File: config.mk
export PLATFORM = sky130hd
export DESIGN_NAME = result_sender
export DESIGN_NICKNAME = d
export VERILOG_FILES = /design/src/rtl/result_sender_pkg.sv /design/src/rtl/result_sender.sv
export SDC_FILE = /design/constraint.sdc
export NUM_CORES = 1
export LEC_CHECK = 0
export ABC_AREA = 1
export BUFFER_PORTS_ARGS = -buffer_cell sky130_fd_sc_hd__buf_2
export CAP_MARGIN = 5
export CORE_ASPECT_RATIO = 0.6
export CORE_UTILIZATION = 33
export CTS_BUF_LIST = sky130_fd_sc_hd__clkbuf_4 sky130_fd_sc_hd__clkbuf_8 sky130_fd_sc_hd__clkbuf_16
export DETAILED_ROUTE_END_ITERATION = 12
export SLEW_MARGIN = 20
export SYNTH_ARGS = -nofsm -noshare
export SYNTH_HDL_FRONTEND = slang
export SYNTH_SLANG_ARGS = --single-unit
File: constraint.sdc
create_clock -name clk -period 1.2 [get_ports clk]
set_input_delay 0.24 -clock clk [delete_from_list [all_inputs] [get_ports clk]]
set_output_delay 0.24 -clock clk [all_outputs]
set_load 0.02 [all_outputs]
File: src/rtl/result_sender_pkg.sv
// Shared matrix definitions: FSM states, byte phases, size limits
// and the header byte layout used by the result sender.
package result_sender_pkg;

    localparam int MAX_SIZE_DEF = 8;
    localparam logic [3:0] HDR_UPPER = 4'h0;

    typedef enum logic [2:0] {
        IDLE,
        LOAD,
        FETCH,
        LATCH,
        SEND,
        WAIT_ACK,
        WAIT_FREE,
        FINISH
    } state_e;

    typedef enum logic [1:0] {
        PH_HDR,
        PH_HI,
        PH_LO
    } phase_e;

    function automatic logic [7:0] hdr_byte(input logic [3:0] n);
        return {HDR_UPPER, n};
    endfunction

endpackage

File: src/rtl/result_sender.sv
// Streams an NxN result matrix out over a byte UART: header byte,
// then each element high byte first, handshaking on tx_busy.
module result_sender
    import result_sender_pkg::*;
#(
    parameter int MAX_SIZE = MAX_SIZE_DEF,
    parameter int DATA_W   = 16,
    parameter int ADDR_W   = 6
) (
    input  logic              clk,
    input  logic              rst_n,
    input  logic              start,
    input  logic [3:0]        matrix_size,
    output logic              rd_en,
    output logic [ADDR_W-1:0] rd_addr,
    input  logic [DATA_W-1:0] rd_data,
    output logic [7:0]        tx_data,
    output logic              tx_start,
    input  logic              tx_busy,
    output logic              busy,
    output logic              done,
    output logic              err
);

    state_e            state_q, state_d;
    phase_e            ph_q, ph_d;
    logic [3:0]        n_q, n_d;
    logic [ADDR_W-1:0] idx_q, idx_d;
    logic [ADDR_W-1:0] last_q, last_d;
    logic [7:0]        byte_q, byte_d;
    logic [7:0]        lo_q, lo_d;
    logic              err_q, err_d;
    logic [7:0]        sq;
    logic              bad_size;

    always_ff @(posedge clk or negedge rst_n) begin
        if (!rst_n) begin
            state_q <= IDLE;
            ph_q    <= PH_HDR;
            n_q     <= '0;
            idx_q   <= '0;
            last_q  <= '0;
            byte_q  <= '0;
            lo_q    <= '0;
            err_q   <= 1'b0;
        end else begin
            state_q <= state_d;
            ph_q    <= ph_d;
            n_q     <= n_d;
            idx_q   <= idx_d;
            last_q  <= last_d;
            byte_q  <= byte_d;
            lo_q    <= lo_d;
            err_q   <= err_d;
        end
    end

    always_comb begin
        state_d  = state_q;
        ph_d     = ph_q;
        n_d      = n_q;
        idx_d    = idx_q;
        last_d   = last_q;
        byte_d   = byte_q;
        lo_d     = lo_q;
        err_d    = err_q;
        sq       = {4'h0, matrix_size} * {4'h0, matrix_size};
        bad_size = (matrix_size == 4'd0) || (int'(matrix_size) > MAX_SIZE);
        unique case (state_q)
            IDLE: begin
                if (start) begin
                    n_d   = matrix_size;
                    idx_d = '0;
                    if (bad_size) begin
                        err_d   = 1'b1;
                        state_d = FINISH;
                    end else begin
                        err_d   = 1'b0;
                        last_d  = ADDR_W'(sq - 8'd1);
                        state_d = LOAD;
                    end
                end
            end
            LOAD: begin
                byte_d  = hdr_byte(n_q);
                ph_d    = PH_HDR;
                state_d = SEND;
            end
            SEND: begin
                if (!tx_busy) state_d = WAIT_ACK;
            end
            WAIT_ACK: begin
                if (tx_busy) state_d = WAIT_FREE;
            end
            WAIT_FREE: begin
                if (!tx_busy) begin
                    unique case (ph_q)
                        PH_HDR: state_d = FETCH;
                        PH_HI: begin
                            byte_d  = lo_q;
                            ph_d    = PH_LO;
                            state_d = SEND;
                        end
                        default: begin
                            if (idx_q == last_q) begin
                                state_d = FINISH;
                            end else begin
                                idx_d   = idx_q + 1'b1;
                                state_d = FETCH;
                            end
                        end
                    endcase
                end
            end
            FETCH: state_d = LATCH;
            LATCH: begin
                byte_d  = rd_data[15:8];
                lo_d    = rd_data[7:0];
                ph_d    = PH_HI;
                state_d = SEND;
            end
            FINISH: begin
                err_d   = 1'b0;
                state_d = IDLE;
            end
            default: state_d = IDLE;
        endcase
    end

    assign rd_en    = (state_q == FETCH);
    assign rd_addr  = idx_q;
    assign tx_data  = byte_q;
    assign tx_start = (state_q == SEND) && !tx_busy;
    assign busy     = (state_q != IDLE) && (state_q != FINISH);
    assign done     = (state_q == FINISH);
    assign err      = (state_q == FINISH) && err_q;

endmodule

* Word-level counts from Yosys, hierarchy flattened
Index checks and enable logic that the tools add are counted.
** Storage, ports and cells
- Register bits after elaboration :: 38
- Input port bits :: 24
- Output and inout port bits :: 19
- Logic and storage cells :: 72
** Operators by class
- $add $sub $neg :: 2
- Multiply operators :: 1
- Order comparisons :: 1
- Equal/unequal tests :: 17
- Muxes and demuxes :: 22
- Bitwise gates (word level) :: 1
- Reductions and logical operators :: 20
** Operators by type and width (count)
- 6-bit two-way mux :: 4
- 8-bit case mux with 3 select lines :: 1
- 3-bit case mux with 7 select lines :: 1
- 3-bit two-way mux :: 6
- 8-bit two-way mux :: 2
- 2-bit != test, second input constant :: 7
- 3-bit equality test, second input constant :: 4
- 6-bit case mux with 2 select lines :: 1
- 6-bit by 1-bit adder with 6-bit output, second input constant :: 1
- 3-bit by 2-bit equality test with 1-bit output, second input constant :: 2
- 6-bit equality test :: 1
- 4-bit by 4-bit multiplier with 6-bit output :: 1
- 2-bit case mux with 3 select lines :: 1
- 3-bit case mux with 2 select lines :: 1
- 3-bit AND reduction :: 2
- 3-bit nonzero test :: 2
- 6-bit by 1-bit subtractor with 6-bit output, second input constant :: 1
- 5-bit AND reduction :: 1
- 4-bit > comparator, second input constant :: 1
- 4-bit logical NOT :: 1
- 2-bit two-way mux :: 2
- 2-bit AND reduction :: 2
- 4-bit AND reduction :: 1
- 2-bit nonzero test :: 2
- other kinds (12) :: 16

* Depth between registers and ports, before layout
Gate-level depths: netlist of the first run.
- Word-level depth :: 5
- Mapped depth :: 11
- Mapped depth without buffers :: 11

* Worst setup path after synthesis of the first run
No wires, ideal clock.
- Kind :: input to register
- From :: input matrix_size[3]
- To :: register last_q[5]
- Data arrival time :: 2.024 ns
- Data required time :: 1.083 ns
- Slack :: -0.942 ns
- Stages :: 11
- Buffers on the path :: 0
- Path through :: nand2_1 ha_1 xor2_1 xor2_1 ha_1 ha_1 inv_1 o21bai_1 or2_2 nand3_1 nand2_1
** Between the ends
- Cells in the longest elaborated chain, start to end :: 4
- Elaborated cells between the ends (all ways) :: 7
- Those cells by class :: add/sub: 1; mul: 1; order compare: 1; bitwise: 1; reduce/logical: 3
** RTL lines
- start: declaration :: line result_sender.sv:13 : input logic [3:0] matrix_size,
- parallel branches: the longest is 4 deep, another holds 4-bit by 4-bit multiplier with 6-bit output
- end signal: assignment :: line result_sender.sv:51 : last_q <= last_d;
- end: declaration :: line result_sender.sv:29 : logic [ADDR_W-1:0] last_q, last_d;
Parallel ways; which one is timed is not known.
A chain may end at the register's enable or synchronous reset.

* Worst setup path after layout of the first run
- From :: input matrix_size[1]
- To :: register last_q[4]
The elaborated chain is that of the path after synthesis.

==> results of run 1 <==
==> kinds of logic (layout without fill, tap and decap cells) <==
| logic type | count (synthesis) | after routing |
|---|---|---|
| compound gates | 28 | 28 |
| xor+xnor | 9 | 9 |
| fa+ha+maj | 5 | 5 |
| buf+inv | 38 | 174 |
| flops | 37 | 37 |
| simple gates | 163 | 163 |
==> timing repair <==
action	CTS	global route
resized for setup	121	46
pin swaps	41	27
gates cloned	1	0
setup endpoints to repair	47	48
hold endpoints to repair	37	0
hold buffers	1	0
buffers inserted	23	12
==> stage by stage <==
stage / setup TNS (ns) / util
after floorplan: -3.213 / -
after global placement: -6.710 / 0.4863
after detailed placement: -6.801 / 0.4863
after CTS: -10.10 / 0.6007
after global routing: -14.16 / 0.6368
final: -11.76 / 0.6368
==> registers in the layout, indices dropped and copies added (netlist names) <==
register,count
lo_q,8
state_q,3
err_q,1
last_q,5
tx_data,8
ph_q,2
rd_addr,6
n_q,4
==> placed cells by master, fill, tap and decap left out, types with 6 or more instances in the layout <==
| cell | instances |
|---|---|
| buf_2 | 29 |
| buf_4 | 53 |
| buf_6 | 42 |
| dfrtp_1 | 30 |
| dfrtp_2 | 7 |
| inv_1 | 20 |
| nand2_1 | 63 |
| nand2_2 | 31 |
| nand2_4 | 12 |
| nand3_2 | 8 |
| nand4_1 | 9 |
| nor2_1 | 13 |
| nor2_4 | 12 |
| o21ai_1 | 9 |
| xor2_1 | 6 |
==> synthesized netlist by cell type <==
library cell,instances,area [um^2]
nand2_1,102,382.9
dfrtp_1,37,925.9
inv_1,26,97.59
nor2_1,24,90.09
nand3_1,14,70.07
o21ai_0,12,60.06
nand4_1,9,56.30
xor2_1,7,61.31
inv_2,6,22.52
ha_1,5,62.56
a21oi_1,4,20.02
a41oi_1,3,26.28
buf_2,3,15.01
nand2_2,3,18.77
a211oi_1,2,15.01
nand2_4,2,22.52
nand3_2,2,20.02
nor2_4,2,22.52
nor3_1,2,10.01
o21ai_2,2,17.52
o21bai_1,2,15.01
xnor2_1,2,17.52
a22oi_1,1,7.510
a31oi_1,1,6.260
buf_6,1,11.26
clkbuf_1,1,3.750
clkinv_1,1,3.750
nor3_2,1,10.01
nor3b_2,1,12.51
o21ai_1,1,5.000
or2_2,1,6.260
==> per-layer routing <==
layer  vias up  routed length (um)  part of all wire  GRT usage
li1       1166                   -                 -          -
met2        46                3305              0.48     0.3257
met5         -                   0                 0          0
met4         0                  86             0.013    0.05634
met3        10                 262             0.038    0.03980
met1      1100                3167              0.46     0.2915
==> power groups by stage <==
stage                     clock (mW)  combinational [mW]  sequential, mW
final                           1.12                5.56            2.26
after global routing            1.21                5.98            2.32
after CTS                       1.14                4.93            2.22
after detailed placement           0                3.74            2.17
after global placement             0                3.68            2.16
after floorplan                    0                1.99            2.33
==> area by class of cell <==
| type | instances | area (um^2) | share of cell area |
|---|---|---|---|
| flip-flops and latches | 37 | 934.6 | 0.2391 |
| well taps | 84 | 105.1 | 0.02689 |
| repair inverters | 1 | 7.507 | 0.001921 |
| clock buffers | 5 | 68.82 | 0.01761 |
| multi-input cells | 205 | 1445 | 0.3697 |
| inverters | 33 | 150.1 | 0.03841 |
| repair buffers | 132 | 1151 | 0.2945 |
| clock inverters | 3 | 46.29 | 0.01184 |
==> how the worst max path moves through the flow <==
stage	startpoint	endpoint	slack [ns]
floorplan	matrix_size[2]	last_q[5]$_DFFE_PN0P_	-0.79
global placement	matrix_size[2]	last_q[5]$_DFFE_PN0P_	-0.97
detailed placement	matrix_size[2]	last_q[5]$_DFFE_PN0P_	-1.01
CTS	matrix_size[2]	last_q[5]$_DFFE_PN0P_	-0.62
global route	matrix_size[2]	last_q[4]$_DFFE_PN0P_	-0.68
finish	matrix_size[1]	last_q[4]$_DFFE_PN0P_	-0.57
==> worst max-delay path, delay by kind of cell <==
family          cells  cell delay (ns)
compound gates      2             0.12
simple gates        2             0.13
xor+xnor            2             0.31
fa+ha+maj           3             0.84
buf+inv             4             0.36
==> reports/qor.yml, run 1 <==
run_status:
  run_status: "finished with violations"
  failed_checks: "setup timing"
synthesis:
  syn-num-nets: 309
  synthesis.area_um2: 2116
  synth_cell_types: 31
  synth_mux_area_frac: 0
  synth_top_family_by_area: "simple AND/OR/NAND/NOR gates"
  synth_compound_area_frac: 0.08161
  synth_warnings: 0
  syn_avg_cell_area_um2: 7.556
  synth_seq_area_share: 0.4376
  synthXorXnorAreaFrac: 0.03726
  synth-simple-area-share: 0.3412
  synthAdderAreaFrac: 0.02957
  ys_ff_latch: 37
  syn_inst: 280
critical_path:
  r2r-start: "state_q[2]$_DFFE_PN0P_"
  crit_slowest_cell: "ha_1"
  crit_fanout: 2
  worstPathCellList: "buf_2 > nand2_2 > ha_4 > xor2_2 > xor2_1 > ha_1 > ha_4 > inv_2 > buf_4 > buf_6 > nor2_4 > o21ai_1 > o21ai_1"
  r2r_slack_ns: -0.33
  arrival_ns: 2.00
  critPathMaxStageDelay_ns: 0.31
  worstSetupPathType: "in2reg"
  worst_setup_path_start_kind: "input port"
  r2r_end: "last_q[4]$_DFFE_PN0P_"
  rr_worst_depth: 11
  worstPathRequired_ns: 1.43
  end_kind: "register"
power_and_ir_drop:
  power.internal_mw: 5.141
  p_per_area_nw_per_um2: 2288
  leakagePower_nw: 1.957
  p_clk_frac: 0.126
  seqPwrFrac: 0.253
  comb_power_share: 0.621
  vdd_ir_drop_max_mv: 1.163
  switching_power_mw: 3.801
  sw_frac_of_total: 0.4251
  total_power_mw: 8.942
timing:
  layout_min_cycle_time_ns: 1.770
  worst_slack_ns: -0.5705
  fin_crit_sh: 1.475
  setup_viol_count_final: 47
  rsz0062_at_grt: "true"
  fin_skew_ns: 0.01126
  max_slew.worst_pin.slew_ns: 0.3108
  hold_viol: 0
  fmax_ghz: 0.5648
  maxSlewViolCount: 0
  whs_ns: 0.1288
  slew_headroom: 0.7926
detailed_routing:
  vias: 2322
  drt-total-wl_mm: 6.821
  wl_per_cell_um: 13.64
  first_pass_iters: 4
  route.detailed.drc: 0
  antenna_left: 0
  via_per_inst: 4.644
  drt_iter0_markers: 86
placement:
  dp_slack_ns: -1.012
  io_buffers: 42
  gp_congestion: 0.8369
  placedCellCount: 461
  place_area_um2: 2985
  hpwl_mm: 4.180
floorplanning:
  die_h_um: 64.03
  ios: 43
  core_area_um2: 6138
  initial_utilization: 0.3447
  die_area_um2: 6746
  num_rows: 22
  die_w_um: 105.4
clock_network:
  cts.htree.levels: 2
  cts_sinks: 37
  clock_latency_ns: 0.30
  cts.reportedPaths.clkPinSlew_ns: 0.09
  clock_path_buffers: 2
  root_buffer: "clkbuf_8"
  cts_tree: "done"
  numCtsBuffers: 5
hold_path:
  min_from: "rd_data[0]"
  holdPathEnd: "lo_q[0]$_DFFE_PN0N_"
  hold_path_class: "in2reg"
  min_path_cells: 3
global_routing:
  grt-ovfl-total: 0
  antenna_found_initial: 0
  grt_max_degree: 38
  track_usage: 0.2073
  grt_pass1_vias: 2306
  grt_pass1_wl_mm: 10.98
finish:
  fin_cells: 500
  nFillCells: 498
  stdcell_area_um2: 3909
  syn_to_final_growth_pct: 84.74
  num_antenna_cells: 0
  fin_nets: 444
  drive_gt1_frac: 0.5913
flow_run:
  drv_cap: 0
(Power assumes the default switching activity.)
==> run 2: changes to the inputs <==
- ABC_AREA: 1 -> default
==> reports/qor.yml, run 2 <==
finish:
  fin_nets: 366
  drive_gt1_frac: 0.6361
  utilization: 0.6075
  layout_common_cells: "buf_4 (54), buf_6 (37), dfrtp_1 (29)"
  syn_to_final_growth_pct: 74.83
  final_common_cell: "buf_4"
  num_antenna_cells: 0
floorplanning:
  ios: 43
  num_rows: 22
  core_area_um2: 6193
  initial_utilization: 0.3475
  die_area_um2: 6859
  die_h_um: 64.55
  die_w_um: 106.3
clock_network:
  cts_tree: "done"
  root_buffer: "clkbuf_8"
  cts.htree.levels: 2
  cts.reportedPaths.clkPinSlew_ns: 0.08
  clock_latency_ns: 0.29
  clock_path_buffers: 2
  cts_sinks: 37
  numCtsBuffers: 5
timing:
  fin_crit_sh: 1.429
  whs_ns: 0.1597
  fin_skew_ns: 0.005272
  max_slew.worst_pin.slew_ns: 0.5023
  worst_slack_ns: -0.5149
  rsz0062_at_grt: "true"
  layout_min_cycle_time_ns: 1.715
  hold_viol: 0
  fmax_ghz: 0.5831
  maxSlewViolCount: 0
  setup_viol_count_final: 48
  slew_headroom: 0.6628
synthesis:
  synthArstFlopShare: 1.000
  synth_top_area_frac: 0.4302
  yosysMostFrequentCell: "dfrtp_1"
  synth_compound_area_frac: 0.1703
  synthAdderAreaFrac: 0.02907
  ys_ff_latch: 37
  synth_seq_area_share: 0.4302
  synth-simple-area-share: 0.1959
  synth_common_cells: "dfrtp_1 (37), nand2_1 (18), mux2_1 (13), nor2_1 (13)"
  synthesis.area_um2: 2152
  synth_cell_types: 53
  synth_mux_area_frac: 0.07791
  synth_ff_type: "dfrtp_1"
  synth_area_leader_cell: "dfrtp_1"
  syn_avg_cell_area_um2: 9.872
  synth_top_family_by_area: "simple AND/OR/NAND/NOR gates"
  syn-num-nets: 247
  synth_edf_count: 0
  synthTopCellsByArea: "dfrtp_1 (43%), mux2_1 (6.8%), xnor2_1 (4.1%)"
  synthXorXnorAreaFrac: 0.04884
  syn_inst: 218
  synth_warnings: 0
critical_path:
  worstPathRequired_ns: 0.96
  critPathMaxStageDelay_ns: 0.45
  crit_slowest_cell: "dfrtp_2"
  worstSetupPathType: "reg2out"
  arrival_ns: 1.47
  end_kind: "output port"
  worst_setup_path_start_kind: "register"
  crit_fanout: 4
  worstPathCellList: "buf_4 > buf_4 > and3_4 > and2_4 > buf_6"
  path_common_cell: "buf_4"
placement:
  gp_congestion: 0.7853
  hpwl_mm: 4.194
  io_buffers: 42
detailed_routing:
  antenna_left: 0
  route.detailed.drc: 0
  via_per_inst: 4.995
  wl_per_cell_um: 15.20
  vias: 2108
  first_pass_iters: 4
  drt_iter0_markers: 90
  drt-total-wl_mm: 6.413
power_and_ir_drop:
  vdd_ir_drop_max_mv: 1.087
  leakagePower_nw: 1.732
  p_per_area_nw_per_um2: 2503
flow_run:
  drv_cap: 0
global_routing:
  track_usage: 0.1968
  grt-ovfl-total: 0
  grt_pass1_vias: 2176
  antenna_found_initial: 0
  grt_max_degree: 38
  grt_pass1_wl_mm: 10.45
hold_path:
  hold_path_class: "in2reg"
run_status:
  run_status: "finished with violations"
  failed_checks: "setup timing"
[run 2: cell type report]
cell class,count,area (um^2)
Sequential cell,37,935.9
Clock inverter,2,13.76
Inverter,7,26.28
Tap cell,84,105.1
Fill cell,530,2431
Multi-Input combinational cell,164,1592
Clock buffer,6,82.58
Timing Repair Buffer,122,1007
[run 2: cell families (layout without fill, tap and decap cells)]
kind of cell / after synthesis / in the layout
AO/OA/AOI/OAI: 52 / 52
AND/OR/NAND/NOR: 76 / 80
multiplexers: 15 / 15
adder cells (fa/ha/maj): 5 / 5
flip-flops: 37 / 37
XOR/XNOR: 12 / 12
buffers and inverters: 21 / 137
[run 2: report_power, final]
group | total (mW) | switching (mW) | leakage (nW) | internal, mW
registers | 2.30 | 0.488 | 0.452 | 1.81
clock network | 0.950 | 0.484 | 0.0512 | 0.466
logic | 6.16 | 2.86 | 1.23 | 3.30
total | 9.42 | 3.84 | 1.73 | 5.58
[run 2: through the flow]
step / area [um^2] / total power [mW] / instances / setup TNS (ns) / setup WS [ns]
floorplan: 2442 / 5.334 / 218 / -10.41 / -0.6941
global placement: 3049 / 6.644 / 389 / -15.42 / -0.7497
detailed placement: 3049 / 6.746 / 389 / -15.96 / -0.7885
CTS: 3591 / 8.873 / 415 / -15.25 / -0.5024
global route: 3762 / 10.01 / 422 / -18.66 / -0.5606
finish: 3762 / 9.416 / 422 / -15.97 / -0.5149
[run 2: critical path, delay by kind of cell (launching register included)]
kind / cells / cell delay, ns
buf+inv: 3 / 0.42
flops: 1 / 0.45
simple gates: 2 / 0.31
[run 2: what timing repair did]
item                                    in CTS  in global routing
resized for setup                           81                 25
buffers inserted                            18                  6
pin swaps                                   34                 27
endpoints found under the setup margin      48                 48
hold buffers                                 1                  0
endpoints found under the hold margin       37                  0
gates cloned                                 3                  1
[run 2: final timing paths]
kind / startpoint / end / slack (ns) / depth (start not counted)
min: rd_data[10] / tx_data[2]$_DFFE_PN0P_ / 0.16 / 3
min reg2reg: ph_q[0]$_DFFE_PN0P_ / ph_q[0]$_DFFE_PN0P_ / 0.48 / 1
max: state_q[2]$_DFFE_PN0P_ / err / -0.51 / 5
min in group asynchronous: rst_n / tx_data[3]$_DFFE_PN0P_ / 0.44 / 3
max reg2reg: state_q[2]$_DFFE_PN0P_ / rd_addr[1]$_DFFE_PN0P_ / -0.50 / 5
max in group asynchronous: rst_n / rd_addr[3]$_DFFE_PN0P_ / 0.55 / 3
[run 2: routing by layer]
metal	track usage	routed length (um)	vias up
met3	0.04225	251	5
met4	0.04167	40	0
met5	0	0	-
met2	0.3287	2953	43
met1	0.2629	3168	1025
li1	-	-	1035
